[config.mk]
export PLATFORM = sky130hd
export DESIGN_NAME = gpc_accum
export DESIGN_NICKNAME = d
export VERILOG_FILES = /design/src/rtl/gpc_accum.sv
export SDC_FILE = /design/constraint.sdc
export NUM_CORES = 1
export LEC_CHECK = 0
export ABC_AREA = 1
export CAP_MARGIN = 20
export CORE_MARGIN = 2
export CORE_UTILIZATION = 25
export DETAILED_ROUTE_END_ITERATION = 8
export SYNTH_ARGS = -nofsm -noshare
export SYNTH_HDL_FRONTEND = slang
export SYNTH_SLANG_ARGS = --single-unit
[constraint.sdc]
create_clock -name clk -period 2.9 [get_ports clk]
set_input_delay 0.725 -clock clk [delete_from_list [all_inputs] [get_ports clk]]
set_output_delay 0.725 -clock clk [all_outputs]
set_load 0.01 [all_outputs]
[src/rtl/gpc_accum.sv]
// Pipelined generalized parallel counter: per-beat weighted popcount (stage 1)
// accumulated across a multi-beat packet (stage 2), result on valid/ready.
module gpc_accum #(
  parameter int N0    = 5,
  parameter int N1    = 1,
  parameter int ACC_W = 8,
  localparam int S_W  = $clog2(N0 + 2*N1 + 1),
  localparam int N1_W = (N1 > 0) ? N1 : 1
) (
  input  logic             clk,
  input  logic             rst,
  input  logic             in_valid,
  output logic             in_ready,
  input  logic             in_last,
  input  logic [N0-1:0]    src0,
  input  logic [N1_W-1:0]  src1,
  output logic             out_valid,
  input  logic             out_ready,
  output logic [ACC_W-1:0] dst,
  output logic             out_ovf
);

  logic             s1_valid_q, s1_last_q;
  logic [S_W-1:0]   s1_sum_q, beat_sum_d;
  logic [ACC_W-1:0] acc_q, base_d, dst_q;
  logic             first_q, ovf_acc_q, out_valid_q, out_ovf_q;
  logic [ACC_W:0]   tot_d;
  logic             ovf_d, out_fire, s1_adv, accept;

  // S_W is sized for the all-ones beat, so this sum never truncates.
  always_comb begin
    beat_sum_d = '0;
    for (int i = 0; i < N0; i++) beat_sum_d = beat_sum_d + S_W'(src0[i]);
    for (int j = 0; j < N1; j++) beat_sum_d = beat_sum_d + S_W'({src1[j], 1'b0});
  end

  assign out_fire = out_valid_q & out_ready;
  assign s1_adv   = s1_valid_q & (~out_valid_q | out_fire);
  assign in_ready = ~s1_valid_q | s1_adv;
  assign accept   = in_valid & in_ready;

  // First beat of a packet starts from zero and clears the sticky overflow.
  assign base_d = first_q ? '0 : acc_q;
  assign tot_d  = {1'b0, base_d} + (ACC_W+1)'(s1_sum_q);
  assign ovf_d  = (~first_q & ovf_acc_q) | tot_d[ACC_W];

  always_ff @(posedge clk) begin
    if (rst) begin
      s1_valid_q  <= 1'b0;
      s1_last_q   <= 1'b0;
      s1_sum_q    <= '0;
      acc_q       <= '0;
      first_q     <= 1'b1;
      ovf_acc_q   <= 1'b0;
      out_valid_q <= 1'b0;
      dst_q       <= '0;
      out_ovf_q   <= 1'b0;
    end else begin
      if (accept) begin
        s1_sum_q   <= beat_sum_d;
        s1_last_q  <= in_last;
        s1_valid_q <= 1'b1;
      end else if (s1_adv) begin
        s1_valid_q <= 1'b0;
      end

      if (out_fire) out_valid_q <= 1'b0;

      // A last beat landing on a fire cycle overrides the clear above.
      if (s1_adv) begin
        if (s1_last_q) begin
          dst_q       <= tot_d[ACC_W-1:0];
          out_ovf_q   <= ovf_d;
          out_valid_q <= 1'b1;
          first_q     <= 1'b1;
        end else begin
          acc_q     <= tot_d[ACC_W-1:0];
          ovf_acc_q <= ovf_d;
          first_q   <= 1'b0;
        end
      end
    end
  end

  assign out_valid = out_valid_q;
  assign dst       = dst_q;
  assign out_ovf   = out_ovf_q;

endmodule

==> report_table.html <==
<table>
<tr><th>Metric</th><th>Value</th></tr>
<tr><th colspan="2">Outcome</th></tr>
<tr><td>Result of the run</td><td>finished clean</td></tr>
<tr><th colspan="2">Setup path</th></tr>
<tr><td>Worst reg2reg startpoint</td><td>first_q</td></tr>
<tr><td>Depth of the worst register-to-register path</td><td>12</td></tr>
<tr><td>CP Class</td><td>primary input to primary output</td></tr>
<tr><td>Critical path fanouts, max</td><td>3</td></tr>
<tr><td>Endpoint class of the critical path</td><td>primary output</td></tr>
<tr><td>Crit path launch type</td><td>primary input</td></tr>
<tr><td>WP data arrival</td><td>1.97 ns</td></tr>
<tr><td>Terminus of the critical flop-to-flop path</td><td>acc_q[6]</td></tr>
<tr><td>Worst Path Required</td><td>2.17 ns</td></tr>
<tr><td>Reg2reg setup slack</td><td>1.02 ns</td></tr>
<tr><th colspan="2">Clocking</th></tr>
<tr><td>Total of hold buffers inserted after clock tree synthesis</td><td>0</td></tr>
<tr><td>Number of post-CTS setup repair buffers</td><td>0</td></tr>
<tr><td>Maximum number of buffers from clock root to sink</td><td>2</td></tr>
<tr><td>Clock tree from TritonCTS</td><td>yes</td></tr>
<tr><td>Clock root cell</td><td>clkbuf_8</td></tr>
<tr><td>CTS clock-pin slew for the worst setup and hold paths</td><td>0.09 ns</td></tr>
<tr><td># H-tree levels</td><td>1</td></tr>
<tr><td>Worst skew pair latency</td><td>0.26 ns</td></tr>
<tr><td>Resized Gates After CTS</td><td>0</td></tr>
<tr><td>CTS Buf Count</td><td>3</td></tr>
<tr><td>Sink count of the clock tree</td><td>25</td></tr>
<tr><th colspan="2">Min path</th></tr>
<tr><td>Worst hold path stage count</td><td>2</td></tr>
<tr><td>Worst Hold Path EP</td><td>dst[3]</td></tr>
<tr><td>Min-delay src</td><td>dst[3]</td></tr>
<tr><td>Type of the worst min-delay path</td><td>register to register</td></tr>
<tr><th colspan="2">Logic synthesis</th></tr>
<tr><td>Post-synthesis instance area</td><td>1280 um^2</td></tr>
<tr><td>Cell variety after synth</td><td>19</td></tr>
<tr><td>Mean instance size in the synthesized netlist</td><td>7.25 um^2</td></tr>
<tr><td>Cell count after synthesis</td><td>176</td></tr>
<tr><td>Flip-flop and latch count after synthesis</td><td>25</td></tr>
<tr><td>Synthesized net count</td><td>194</td></tr>
<tr><td>Synthesis Warnings</td><td>0</td></tr>
<tr><td>Sequential area share after synthesis</td><td>0.392</td></tr>
<tr><th colspan="2">Floorplan</th></tr>
<tr><td>Die Area</td><td>5690 um^2</td></tr>
<tr><td>Die Y-Extent</td><td>75.5 um</td></tr>
<tr><td>Number of cell rows</td><td>26</td></tr>
<tr><td>Die Span X</td><td>75.5 um</td></tr>
<tr><td>Core area</td><td>5010 um^2</td></tr>
<tr><td>Num ports</td><td>22</td></tr>
<tr><td>Initial Utilization</td><td>0.255</td></tr>
<tr><th colspan="2">Timing</th></tr>
<tr><td>Final worst path period need</td><td>2.70 ns</td></tr>
<tr><td>Max Fclk</td><td>0.371 GHz</td></tr>
<tr><td>Worst-margin pin slew</td><td>0.435 ns</td></tr>
<tr><td>RSZ-0062 raised after global routing</td><td>false</td></tr>
<tr><td>Final Hold Violating Endpoints</td><td>0</td></tr>
<tr><td>Worst setup slack after layout</td><td>0.204 ns</td></tr>
<tr><td>Remaining max-slew budget at the tightest pin</td><td>0.709</td></tr>
<tr><td>Final Max Tran Viols</td><td>0</td></tr>
<tr><td>Final-layout setup total negative slack</td><td>0 ns</td></tr>
<tr><td>Final Cycle Share</td><td>0.930</td></tr>
<tr><td>Clk_skew</td><td>0.00208 ns</td></tr>
<tr><td>Hold Slack</td><td>0.451 ns</td></tr>
<tr><td>Finish-stage setup viols</td><td>0</td></tr>
<tr><th colspan="2">Routing</th></tr>
<tr><td>Pre-antenna DRT Iters</td><td>4</td></tr>
<tr><td>DRC violations left</td><td>0</td></tr>
<tr><td>Count of routing violations after the opening detailed-route iteration</td><td>37</td></tr>
<tr><td>Total via count after detailed routing</td><td>1,129</td></tr>
<tr><td>Via density per instance</td><td>4.18</td></tr>
<tr><td>DRT Wirelength</td><td>2540 um</td></tr>
<tr><td>Antenna-violating nets left</td><td>0</td></tr>
<tr><td>Post-DR wirelength/cell</td><td>9.41 um</td></tr>
<tr><th colspan="2">Cells and area</th></tr>
<tr><td>Fraction of layout cells with a size suffix above 1</td><td>0.0750</td></tr>
<tr><td>Utilization after layout</td><td>0.321</td></tr>
<tr><td>Synth-to-Final Area Change</td><td>26.0%</td></tr>
<tr><td>Antenna cell count</td><td>0</td></tr>
<tr><td>Count of nets after finishing</td><td>219</td></tr>
<tr><th colspan="2">Place</th></tr>
<tr><td>DP Worst Slack</td><td>0.0634 ns</td></tr>
<tr><td>Number of I/O port buffers</td><td>21</td></tr>
<tr><td>Weighted congestion at the end of routability-driven global placement</td><td>0.759</td></tr>
<tr><td>Placed wire-length estimate</td><td>1910 um</td></tr>
<tr><th colspan="2">Global route</th></tr>
<tr><td>All-Layer GR Usage</td><td>0.108</td></tr>
<tr><td>Via count of the first global-routing pass</td><td>1,094</td></tr>
<tr><td>Global-route wire length before repair</td><td>4660 um</td></tr>
<tr><td>Sum of overflow across all layers after global routing</td><td>0</td></tr>
<tr><td>Initial antenna violation count</td><td>0</td></tr>
<tr><td>Largest net degree at the start of global routing</td><td>14</td></tr>
<tr><th colspan="2">Power</th></tr>
<tr><td>Total Power Consumption</td><td>0.671 mW</td></tr>
<tr><td>Worst IR drop on VDD</td><td>0.000149 V</td></tr>
<tr><td>Power per Cell Area</td><td>417 nW/um^2</td></tr>
<tr><td>Leak pwr</td><td>0.755 nW</td></tr>
<tr><th colspan="2">Run</th></tr>
<tr><td>Max-cap check violation count</td><td>0</td></tr>
</table>
==> stage by stage <==
stage | cell area (um^2) | std cells
CTS | 1610 | 270
detailed placement | 1560 | 266
global placement | 1560 | 266
global route | 1610 | 270
floorplan | 1280 | 176
finish | 1610 | 270
==> cell families after synthesis <==
group,count (synthesis),synth area share
flip-flops,25,0.392
XOR/XNOR,1,0.00686
buffers and inverters,33,0.105
AND/OR/NAND/NOR,86,0.306
adder cells (fa/ha/maj),7,0.0922
AO/OA/AOI/OAI,24,0.0980
==> worst max-delay path: stages <==
cell and delay [ns]:
clkdlybuf4s50_1 0.45, inv_1 0.03, nand2_1 0.08, inv_1 0.06, nand2_1 0.09, clkdlybuf4s50_1 0.54
==> area by class of cell <==
cell class	count	area, um^2
multi-input combinational	118	642
inverter	32	123
tap	70	87.6
clock buffer	4	45.0
sequential	25	500
fill	570	3400
timing repair buffer	21	210
==> synthesized netlist by cell type <==
| cell type | count | share of area |
|---|---|---|
| o21a_1 | 2 | 0.012 |
| fa_1 | 4 | 0.063 |
| nand2_2 | 2 | 0.0098 |
| inv_2 | 4 | 0.012 |
| nor2_2 | 3 | 0.015 |
| a21oi_1 | 11 | 0.043 |
| o21ai_0 | 11 | 0.043 |
| ha_1 | 3 | 0.029 |
| nand3_4 | 1 | 0.014 |
| nor2_1 | 10 | 0.029 |
| inv_1 | 27 | 0.079 |
| nand2_1 | 53 | 0.16 |
| nor2_8 | 1 | 0.016 |
| nand4_1 | 4 | 0.020 |
| xnor2_1 | 1 | 0.0069 |
| dfxtp_1 | 25 | 0.39 |
| buf_6 | 1 | 0.0088 |
| nand3_1 | 12 | 0.047 |
| inv_4 | 1 | 0.0049 |
==> per-layer routing <==
layer  GRT usage  up-vias  routed length [um]
met5           0        -                   0
met4      0.0409        0                  21
met3      0.0238        2                  83
met2       0.186       14                1260
met1       0.130      513                1180
li1            -      600                   -
==> worst max path at each step <==
stage                     startpoint  slack (ns)           to  cells past startpoint
after floorplan              src0[0]        0.58  s1_sum_q[1]                      5
after global placement       src0[0]        0.09  s1_sum_q[1]                      6
after detailed placement     src0[0]        0.06  s1_sum_q[1]                      6
after CTS                  out_ready        0.20     in_ready                      6
after global routing       out_ready        0.12     in_ready                      6
final                      out_ready        0.20     in_ready                      6
==> power by group <==
group | internal, mW | switching, mW | leakage, nW
combinational | 0.0407 | 0.0520 | 0.528
sequential | 0.360 | 0.0118 | 0.204
clock | 0.0982 | 0.108 | 0.0228
==> state kept, by name, indices dropped and copies added, names as in the netlist <==
register,count
acc_q,8
dst,8
s1_sum_q,3
first_q,1
out_ovf,1
out_valid,1
ovf_acc_q,1
s1_last_q,1
s1_valid_q,1
==> cells in the final DEF (no fill, tap or decap), drive strengths merged <==
master,instances
a21oi,11
clkbuf,4
clkdlybuf4s50,21
dfxtp,25
fa,4
ha,3
inv,32
nand2,55
nand3,13
nand4,4
nor2,14
o21a,2
o21ai,11
xnor2,1
(Power assumes the default switching activity.)
